==> config.mk <==
export PLATFORM = sky130hd
export DESIGN_NAME = serial_add_ctrl
export DESIGN_NICKNAME = d
export VERILOG_FILES = /design/src/rtl/serial_add_pkg.sv /design/src/rtl/full_adder.sv /design/src/rtl/serial_add_ctrl.sv
export SDC_FILE = /design/constraint.sdc
export NUM_CORES = 1
export LEC_CHECK = 0
export CAP_MARGIN = 5
export CORE_MARGIN = 5
export CORE_UTILIZATION = 45
export CTS_CLUSTER_DIAMETER = 50
export DETAILED_ROUTE_END_ITERATION = 6
export PLACE_DENSITY = 0.81
export RECOVER_POWER = 25
export SYNTH_ARGS = -nofsm -noshare
export SYNTH_HDL_FRONTEND = slang
export SYNTH_SLANG_ARGS = --single-unit
==> constraint.sdc <==
create_clock -name clk -period 2.1 [get_ports clk]
set_clock_uncertainty 0.2 [all_clocks]
set_input_delay 0.42 -clock clk [delete_from_list [all_inputs] [get_ports clk]]
set_output_delay 0.42 -clock clk [all_outputs]
set_load 0.01 [all_outputs]
==> src/rtl/serial_add_pkg.sv <==
// Shared constants for the bit-serial adder: FSM encodings, default width
// and the counter-width helper.
package serial_add_pkg;

  localparam logic [1:0] S_IDLE = 2'd0;
  localparam logic [1:0] S_RUN  = 2'd1;
  localparam logic [1:0] S_DONE = 2'd2;

  localparam int DEFAULT_WIDTH = 8;

  function automatic int cnt_width(input int width);
    return $clog2(width + 1);
  endfunction

endpackage

==> src/rtl/full_adder.sv <==
// One-bit full adder cell; the only datapath element of serial_add_ctrl.
module full_adder (
  input  logic a,
  input  logic b,
  input  logic c,
  output logic sum,
  output logic carry
);

  assign sum   = a ^ b ^ c;
  assign carry = (a & b) | (c & (a ^ b));

endmodule

==> src/rtl/serial_add_ctrl.sv <==
// Bit-serial adder controller: one full_adder reused LSB-first over WIDTH cycles.
// Define SERIAL_ADD_SUB_EN to add a 'sub' input that computes a - b instead.
module serial_add_ctrl
  import serial_add_pkg::*;
#(
  parameter int WIDTH = DEFAULT_WIDTH
) (
  input  logic             clk,
  input  logic             rst_n,
  input  logic             in_valid,
  output logic             in_ready,
  input  logic [WIDTH-1:0] a,
  input  logic [WIDTH-1:0] b,
  input  logic             cin,
`ifdef SERIAL_ADD_SUB_EN
  input  logic             sub,
`endif
  output logic             out_valid,
  input  logic             out_ready,
  output logic [WIDTH-1:0] sum,
  output logic             cout,
  output logic             busy
);

  localparam int CNT_W = cnt_width(WIDTH);
  localparam logic [CNT_W-1:0] CNT_LAST = CNT_W'(WIDTH - 1);

  logic [1:0]       state_q, state_d;
  logic [CNT_W-1:0] cnt_q, cnt_d;
  logic [WIDTH-1:0] a_sh_q, a_sh_d;
  logic [WIDTH-1:0] b_sh_q, b_sh_d;
  logic [WIDTH-1:0] sum_sh_q, sum_sh_d;
  logic             carry_q, carry_d;
  logic [WIDTH-1:0] sum_q, sum_d;
  logic             cout_q, cout_d;

  logic             fa_sum, fa_carry;
  logic [WIDTH-1:0] sum_sh_next;
  logic [WIDTH-1:0] b_load;
  logic             c_load;

  // Subtraction is a + ~b + 1, so only the load values differ.
`ifdef SERIAL_ADD_SUB_EN
  assign b_load = sub ? ~b : b;
  assign c_load = sub | cin;
`else
  assign b_load = b;
  assign c_load = cin;
`endif

  full_adder u_fa (
    .a     (a_sh_q[0]),
    .b     (b_sh_q[0]),
    .c     (carry_q),
    .sum   (fa_sum),
    .carry (fa_carry)
  );

  // New bit enters at the MSB; written as shift/or so WIDTH=1 stays legal.
  assign sum_sh_next = (sum_sh_q >> 1) | (WIDTH'(fa_sum) << (WIDTH - 1));

  always_comb begin
    state_d  = state_q;
    cnt_d    = cnt_q;
    a_sh_d   = a_sh_q;
    b_sh_d   = b_sh_q;
    sum_sh_d = sum_sh_q;
    carry_d  = carry_q;
    sum_d    = sum_q;
    cout_d   = cout_q;
    case (state_q)
      S_IDLE: begin
        if (in_valid) begin
          a_sh_d   = a;
          b_sh_d   = b_load;
          carry_d  = c_load;
          cnt_d    = '0;
          sum_sh_d = '0;
          state_d  = S_RUN;
        end
      end
      S_RUN: begin
        a_sh_d   = a_sh_q >> 1;
        b_sh_d   = b_sh_q >> 1;
        sum_sh_d = sum_sh_next;
        carry_d  = fa_carry;
        cnt_d    = cnt_q + CNT_W'(1);
        if (cnt_q == CNT_LAST) begin
          state_d = S_DONE;
          sum_d   = sum_sh_next;
          cout_d  = fa_carry;
        end
      end
      S_DONE: begin
        if (out_ready) state_d = S_IDLE;
      end
      default: state_d = S_IDLE;
    endcase
  end

  always_ff @(posedge clk) begin
    if (!rst_n) begin
      state_q <= S_IDLE;
      cnt_q   <= '0;
      sum_q   <= '0;
      cout_q  <= 1'b0;
    end else begin
      state_q <= state_d;
      cnt_q   <= cnt_d;
      sum_q   <= sum_d;
      cout_q  <= cout_d;
    end
  end

  // Working registers are always loaded before use, so they need no reset.
  always_ff @(posedge clk) begin
    a_sh_q   <= a_sh_d;
    b_sh_q   <= b_sh_d;
    sum_sh_q <= sum_sh_d;
    carry_q  <= carry_d;
  end

  assign in_ready  = (state_q == S_IDLE);
  assign out_valid = (state_q == S_DONE);
  assign busy      = (state_q == S_RUN);
  assign sum       = sum_q;
  assign cout      = cout_q;

endmodule

# Word level (Yosys, flattened, before mapping)
# Cells that the tools add are included.
[word_totals] in_bits=21 out_inout_bits=12 latchBits=0 rom_bits=0 memories=0 ram_bits=0 regBits=40 elab_cells=40
[classes] n_reduce_logical=5 n_shift=0 div_mod_pow=0 bitwise_logic=6 mux=14 multipliers=0 order_cmp=0 addsub=1 eq_ne=6
[op_table] cell="$pmux W8 S2" n=3
[op_table] cell="$mux W8" n=3
[op_table] cell="$or A7 B8 Y8" n=1
[op_table] cell="$pmux W4 S2" n=1
[op_table] cell="$mux W2" n=3
[op_table] cell="$pmux W2 S3" n=1
[op_table] cell="$add A4 B1 Y4 const B" n=1
[op_table] cell="$eq A4 B3 Y1 const B" n=1
[op_table] cell="$mux W4" n=1
[op_table] cell="$ne A2 B1 Y1 const B" n=2
[op_table] cell="$reduce_and A2 Y1" n=2
[op_table] cell="$reduce_and A3 Y1" n=1
[op_table] cell="$and A1 B1 Y1" n=2
[op_table] cell="$eq A2 B1 Y1 const B" n=1
[op_table] cell="$eq A2 B2 Y1 const B" n=1
[op_table] cell="$logic_not A2 Y1" n=1
[op_table] cell="$ne A2 B2 Y1 const B" n=1
[op_table] cell="$pmux W1 S2" n=1
[op_table] cell="$reduce_bool A2 Y1" n=1
[op_table] cell="$xor A1 B1 Y1" n=2
[op_table] cell="$mux W1" n=1
[op_table] cell="$or A1 B1 Y1" n=1

# Logic depth before layout (Yosys ltp)
# Gate-level depths: netlist of run 1.
[logic_depth] ltp_word=4 mapped_depth=6 mapped_depth_nobuf=4

# Modules after synthesis
# A second synthesis of run 1 with hierarchy kept.
[hier_totals] hier_cells=122 area_unflattened_um2=1646.6
[by_module_without_submodules] mod="serial_add_ctrl" area_each_um2=1626.6 seq_area_each_um2=1021.0 n_inst=1 cells_per_inst=121
[by_module_without_submodules] mod="full_adder" area_each_um2=20.0 seq_area_each_um2=0.0 n_inst=1 cells_per_inst=1

# Least setup slack after synthesis of run 1
# Ideal clock, no wire load.
[synth_timing] kind="flip-flop to flip-flop" from="reg state_q[1]" to="reg a_sh_q[0] (enable)" setup_time_ns=0.379 synth_period_minus_slack_ns=1.771 t_required_ns=1.521 setup_slack_ns=0.329 arrival_time_ns=1.192 n_path_buf=1 path_stages_with_launch=4 path_cell_list="dfxtp_1 clkbuf_2 o21bai_1 inv_1"
[synth_between] elab_chain_cells=3 elab_cells_between_ends=5 cone_classes="eq/ne: 2; reduce/logical: 3"
[synth_rtl] item="from (decl)" line="serial_add_ctrl.sv:28" rtl="logic [1:0] state_q, state_d;"
[synth_rtl] item="from (signal assigned)" line="serial_add_ctrl.sv:108" rtl="state_q <= state_d;"
[synth_rtl] item="$eq A2 B1 Y1 or $logic_not A2 Y1 (tied branches)" line="serial_add_ctrl.sv:71" rtl="case (state_q)"
[synth_rtl] item="$reduce_bool A2 Y1 (no source line) or $ne A2 B2 Y1 (tied branches)"
[synth_rtl] item="$reduce_and A2 Y1 (no source line) (*)"
[synth_rtl] item="to (signal assigned)" line="serial_add_ctrl.sv:117" rtl="a_sh_q <= a_sh_d;"
[synth_rtl] item="to (decl)" line="serial_add_ctrl.sv:30" rtl="logic [WIDTH-1:0] a_sh_q, a_sh_d;"
# Mark *: on every way between the ends. The rest lies on a longest branch, timed or not.
# A chain may end at the register's enable or synchronous reset.

# Worst setup path after layout of run 1
[layout_timing] from="reg state_q[1]" to="out out_valid"
[layout_between] elab_chain_cells=1
[layout_rtl] item="$eq A2 B2 Y1" line="serial_add_ctrl.sv:124" rtl="assign out_valid = (state_q == S_DONE);"
[layout_rtl] item="to (decl)" line="serial_add_ctrl.sv:18" rtl="output logic out_valid,"
# No other way between the ends.

==> results.cfg, run 1 <==
[sta]
rsz0062_at_grt = no
final-setup-viol-count = 0
tns_ns = 0
fin_crit_ns = 2.043
relSlewSlack_pct = 60.77
hold_violations = 0
fin_crit_sh_pct = 97.26
max_freq_mhz = 489.6
tightest_slew_ns = 0.5884
drv_slew = 0

[min_path]
hold_class = reg2reg

[grt]
grt_pass1_wl_microns = 4629
grt_pass1_vias = 1078
grt_max_degree = 29
grt_use_total_pct = 11.71
grt_overflow = 0
antenna_found_initial = 0

[synth]
post_synth.cell_area_avg_sq_um = 13.58
synth_top_flop_cell = edfxtp_1
synth_seq_cells = 39
yosysSeqAreaShare_pct = 61.12
syn_inst = 123
synthTopCellsByCount = edfxtp_1 (24), nand2_1 (18), dfxtp_1 (15), mux2_2 (15), mux2i_1 (10)
synth_edf_count = 24
synth_cell_type_count = 29
synthArstFlopShare_pct = 0
synth.most_common_cell = edfxtp_1
synth_area_sq_um = 1670
ys.warnings.count = 0
synth_top_area_share_pct = 43.15
yosysTopAreaCell = edfxtp_1
syn-num-nets = 146
ys_top_cells_by_area = edfxtp_1 (43%), dfxtp_1 (18%), mux2_2 (10%)

[clock_network]
clock-sinks = 39
cts-root-buf = clkbuf_8
cts_buffers = 5
cts.clk_slew.worst_paths_ns = 0.07
hold_buffers = 0
max-clock-path-buffers = 2
cts_tree = yes
htree_levels = 2
clk_latency_ns = 0.29

[placed_design]
io_buffers = 32
place_area_sq_um = 2043
dpl.hpwl_microns = 1961
gp_congestion = 0.7603

[route]
drc_errors = 0
wl_per_cell_microns = 12.96
drtIter0Drc = 55
postRouteAntennaNets = 0
vias = 1024
vias_per_cell = 4.900
drtPass1Iterations = 4
routed_wl_microns = 2709

[worst_setup_path]
crit_buf_inv = 1
crit_type = reg2out
crit_chain = and2b_2 -> clkdlybuf4s50_1
path_delay_family = buffers and inverters
crit_required_ns = 1.48
critPathArrivalTime_ns = 1.42
slowest_stage = clkdlybuf4s50_1
cp_max_fo = 6
crit_path_end_kind = output port
start_kind = register
slowest_delay_ns = 0.53

[power]
leakage_nw = 0.7632
p_int_mw = 1.196
p_comb_share_pct = 9.9
p_seq_share_pct = 58.9
p_per_area_nw_per_um2 = 721.0
swShare_pct = 21.25
p_sw_mw = 0.3228
vdd_drop_max_v = 0.0004000
p_clk_share_pct = 31.3

[final_layout]
n_antenna_cell = 0
syn_to_final_growth_pct = 26.14
layout.nets = 183
drive_gt1_share_pct = 24.84
design_area_sq_um = 2107

[floorplanning]
top_level_ports = 33
die_area_sq_um = 5030
start_util_pct = 45.97
core_sq_um = 3633
die_h_microns = 70.93
die_x_microns = 70.93
rows = 22

[job]
max_cap_violations = 0

[run_status]
outcome = finished clean
-- metal layers --
metal / share of wire [%] / vias up / track usage [%]
met5: 0 / - / 0
met4: 1.4 / 0 / 6.054
met3: 8.2 / 5 / 4.545
met2: 49 / 34 / 19.46
met1: 42 / 483 / 12.95
li1: - / 502 / -
-- power groups by stage --
stage	clock network (mW)	registers (mW)	logic, mW
finish	0.475	0.894	0.150
global route	0.514	0.899	0.167
CTS	0.493	0.894	0.161
detailed placement	0	0.911	0.160
global placement	0	0.909	0.152
floorplan	0	0.905	0.0968
-- worst paths after layout --
kind | start | to | slack, ns | depth (start not counted)
max | state_q[1]$_SDFFE_PN0P_ | out_valid | 0.06 | 2
min | sum[7]$_SDFFE_PN0P_ | sum[7]$_SDFFE_PN0P_ | 0.26 | 2
max reg2reg | state_q[0]$_SDFFE_PN0P_ | a_sh_q[1]$_DFFE_PP_ | 0.20 | 3
min reg2reg | sum[7]$_SDFFE_PN0P_ | sum[7]$_SDFFE_PN0P_ | 0.26 | 2
-- area by class of cell --
cell class              instances  area, sq um
clock buffers                   7        76.32
clock inverters                 1        5.005
fillers                       311         1526
inverters                       3        11.26
multi-input cells              75        588.1
flip-flops and latches         39         1023
well taps                      48        60.06
repair buffers                 36        342.8
-- worst register-to-register path, cell delays in order (launching register included) --
cell and delay, ns:
dfxtp_2 0.39, nor2b_4 0.17, clkbuf_2 0.48, mux2_2 0.42
-- stage by stage --
step	instances	worst slack [ns]	hold WS, ns	util (%)	power (mW)
after floorplan	123	0.3290	0.2790	-	1.001
after global placement	201	0.2851	0.2412	56.23	1.061
after detailed placement	201	0.2757	0.2478	56.23	1.071
after CTS	209	0.05724	0.2576	58.54	1.549
after global routing	209	0.01564	0.2865	57.99	1.581
final	209	0.05746	0.2559	57.99	1.519
-- flip-flops by register name, summed over array words and instances (netlist names) --
signal and flops:
cnt_q 4, b_sh_q 8, cout 1, a_sh_q 8, state_q 2, sum_sh_q 7
sum 8, carry_q 1
-- cells in the final DEF (no fill, tap or decap) --
master	count
clkdlybuf4s50_1	31
edfxtp_1	24
nand2_1	18
mux2_2	15
dfxtp_1	13
mux2i_1	10
and2_2	7
clkbuf_8	5
nor2_1	4
inv_1	3
nor2b_1	3
nand3_1	3
clkbuf_2	3
clkbuf_1	2
dfxtp_2	2
o21bai_1	1
nor2b_4	1
and2b_2	1
nand4b_2	1
nor2_4	1
and3_1	1
a21oi_2	1
a21oi_1	1
a211oi_2	1
a22oi_1	1
o21a_1	1
nand4_1	1
o211ai_1	1
fa_1	1
ha_1	1
clkinv_2	1
dlygate4sd3_1	1
buf_4	1
-- repair_timing --
action / in CTS / in global routing
hold endpoints to repair: 0 / 0
buffers inserted: 0 / 0
endpoints found under the setup margin: 2 / 0
resized for setup: 2 / 0
-- cell families (layout without fill, tap and decap cells) --
logic type	count (synthesis)	count (layout)	share of synthesized area (%)
buffers and inverters	9	47	3.670
DFF	39	39	61.12
AOI/OAI and AO/OA	7	7	3.371
adders and majority gates	2	2	1.947
muxes	25	25	16.10
and+or+nand+nor	41	41	13.78
(Power assumes the default switching activity.)
==> run 2: changes to the inputs <==
--- a/config.mk
+++ b/config.mk
@@ -7,10 +7,11 @@
 export LEC_CHECK = 0
 export CAP_MARGIN = 5
 export CORE_MARGIN = 5
-export CORE_UTILIZATION = 45
+export CORE_UTILIZATION = 50
 export CTS_CLUSTER_DIAMETER = 50
 export DETAILED_ROUTE_END_ITERATION = 6
-export PLACE_DENSITY = 0.81
+export HOLD_SLACK_MARGIN = 0.15
+export PLACE_DENSITY = 0.88
 export RECOVER_POWER = 25
 export SYNTH_ARGS = -nofsm -noshare
 export SYNTH_HDL_FRONTEND = slang
==> constraint.sdc (replaced) <==
create_clock -name clk -period 2.2 [get_ports clk]
set_clock_uncertainty 0.2 [all_clocks]
set_input_delay 0.44 -clock clk [delete_from_list [all_inputs] [get_ports clk]]
set_output_delay 0.44 -clock clk [all_outputs]
set_load 0.01 [all_outputs]
==> run 2 against run 1 <==
Net effect:
- flip-flop and latch count unchanged
- wire length decreased by 1.8%
- sequential power decreased by 4.6%
- clock power decreased by 23%
- clock-buffer cell count unchanged
==> results.cfg, run 2 (synthesis gave the netlist of run 1 again) <==
[run_status]
outcome = finished clean

[worst_setup_path]
slowest_stage = clkdlybuf4s50_1
crit_start = state_q[1]$_SDFFE_PN0P_
r2r-end = carry_q$_DFFE_PP_
r2r_slack_ns = 0.31
slowest_delay_ns = 0.53
critPathArrivalTime_ns = 1.47
start_kind = register
reg2reg_depth = 3
cp_max_fo = 6
r2r_start = state_q[0]$_SDFFE_PN0P_
crit_type = reg2out
crit_chain = and2b_2 -> clkdlybuf4s50_1
endpoint = out_valid
crit_required_ns = 1.56
crit_path_end_kind = output port

[grt]
met2_usage_pct = 21.99
antenna_found_initial = 0
grt_pass1_vias = 992
grt_pass1_wl_microns = 4464
use_met1_pct = 15.21
grt_util_met3_pct = 6.323
busiest_layer = met2
grt_use_total_pct = 13.45
grt_overflow = 0
grt_max_degree = 29

[final_layout]
fillers = 271
multi_input_area_sq_um = 588.1
n_antenna_cell = 0
layout.nets = 183
design_area_sq_um = 2081
drive_gt1_share_pct = 24.22
fin_cells = 207
final_cell_mix = clkdlybuf4s50_1 (30), edfxtp_1 (24), nand2_1 (18)
syn_to_final_growth_pct = 24.57
register_area_sq_um = 1023
final_common_cell = clkdlybuf4s50_1

[sta]
worst_slack_ns = 0.09011
tightest_slew_ns = 0.8923
rsz0062_at_grt = no
relSlewSlack_pct = 40.51
tns_ns = 0
final-setup-viol-count = 0
fin_crit_sh_pct = 95.90
drv_slew = 0
max_freq_mhz = 474.0
hold_violations = 0
fin_crit_ns = 2.110

[job]
max_cap_violations = 0

[clock_network]
cts_tree = yes
cts_setup_buffers = 0
cts-root-buf = clkbuf_4
cts_buffers = 5
hold_buffers = 0
max-clock-path-buffers = 2
clk_latency_ns = 0.34
htree_levels = 2
cts.clk_slew.worst_paths_ns = 0.11
clock-sinks = 39
cts_resized = 2

[floorplanning]
die_area_sq_um = 4597
rows = 21
die_h_microns = 67.80
start_util_pct = 50.86
top_level_ports = 33
die_x_microns = 67.80
core_sq_um = 3284

[route]
drc_errors = 0
drtPass1Iterations = 2
wl_per_cell_microns = 12.86
routed_wl_microns = 2661
drtIter0Drc = 66
vias = 1023
vias_per_cell = 4.942
postRouteAntennaNets = 0

[placed_design]
place_area_sq_um = 2041
dp.cells = 199
io_buffers = 32
gp_congestion = 0.7247
post-place-ws_ns = 0.3599
dpl.hpwl_microns = 1980

[power]
vdd_drop_max_v = 0.0003706
p_per_area_nw_per_um2 = 653.8
leakage_nw = 0.7512

[min_path]
hold_class = reg2reg
## run 2: cell count changes in the layout (fill, tap and decap cells not counted)
| cell | before | now |
|---|---|---|
| clkbuf_4 | 0 | 5 |
| clkbuf_8 | 5 | 1 |
| clkbuf_2 | 3 | 2 |
| clkdlybuf4s50_1 | 31 | 30 |
| clkinv_1 | 0 | 1 |
| clkinv_2 | 1 | 0 |
| dlygate4sd3_1 | 1 | 2 |
## run 2: area by class of cell
| type | count | area share (%) |
|---|---|---|
| clock inverter | 1 | 0.1804 |
| multi-input combinational | 75 | 28.26 |
| timing repair buffer | 36 | 16.42 |
| tap | 46 | 2.766 |
| inverter | 3 | 0.5412 |
| sequential | 39 | 49.19 |
| clock buffer | 7 | 2.646 |
## run 2: critical path, delay by kind of cell, from the launching register on
| kind | cells | cell delay (ns) |
|---|---|---|
| simple gates | 1 | 0.18 |
| buf+inv | 1 | 0.53 |
| flops | 1 | 0.43 |
## run 2: stage by stage
stage	utilization (%)	hold WS, ns	power [mW]
6_report	63.35	0.2643	1.360
5_1_grt	63.35	0.2811	1.429
4_1_cts	64.00	0.2645	1.387
3_5_place_dp	62.13	0.2470	1.019
3_3_place_gp	62.13	0.2430	1.012
2_1_floorplan	-	0.2790	0.9558
## run 2: how the worst min path moves through the flow
stage | from | end | cells past startpoint
after floorplan | cout$_SDFFE_PN0P_ | cout$_SDFFE_PN0P_ | 2
final | sum[7]$_SDFFE_PN0P_ | sum[7]$_SDFFE_PN0P_ | 2
after global placement | sum[5]$_SDFFE_PN0P_ | sum[5]$_SDFFE_PN0P_ | 2
after detailed placement | sum[7]$_SDFFE_PN0P_ | sum[7]$_SDFFE_PN0P_ | 2
after global routing | sum[2]$_SDFFE_PN0P_ | sum[2]$_SDFFE_PN0P_ | 2
after CTS | sum[7]$_SDFFE_PN0P_ | sum[7]$_SDFFE_PN0P_ | 2
## run 2: power breakdown
| part | internal, mW | total (mW) | switching, mW |
|---|---|---|---|
| clock | 0.153 | 0.367 | 0.213 |
| combinational | 0.0840 | 0.141 | 0.0572 |
| sequential | 0.834 | 0.853 | 0.0182 |
| total | 1.07 | 1.36 | 0.289 |
## run 2: per-layer routing
metal / part of all wire (%) / wire [microns] / up-vias
met5: 0 / 0 / -
met1: 44 / 1167 / 476
met2: 46 / 1233 / 33
met3: 8.0 / 212 / 9
met4: 1.8 / 47 / 0
li1: - / - / 505
==> run 3: changes to the inputs <==
--- a/config.mk
+++ b/config.mk
@@ -9,10 +9,13 @@
 export CORE_MARGIN = 5
 export CORE_UTILIZATION = 50
 export CTS_CLUSTER_DIAMETER = 50
+export CTS_CLUSTER_SIZE = 20
 export DETAILED_ROUTE_END_ITERATION = 6
 export HOLD_SLACK_MARGIN = 0.15
 export PLACE_DENSITY = 0.88
 export RECOVER_POWER = 25
+export SLEW_MARGIN = 0
 export SYNTH_ARGS = -nofsm -noshare
 export SYNTH_HDL_FRONTEND = slang
 export SYNTH_SLANG_ARGS = --single-unit
+export TNS_END_PERCENT = 50
==> results of run 3 <==
The final DEF is identical to that of run 2; final timing and power are the same.
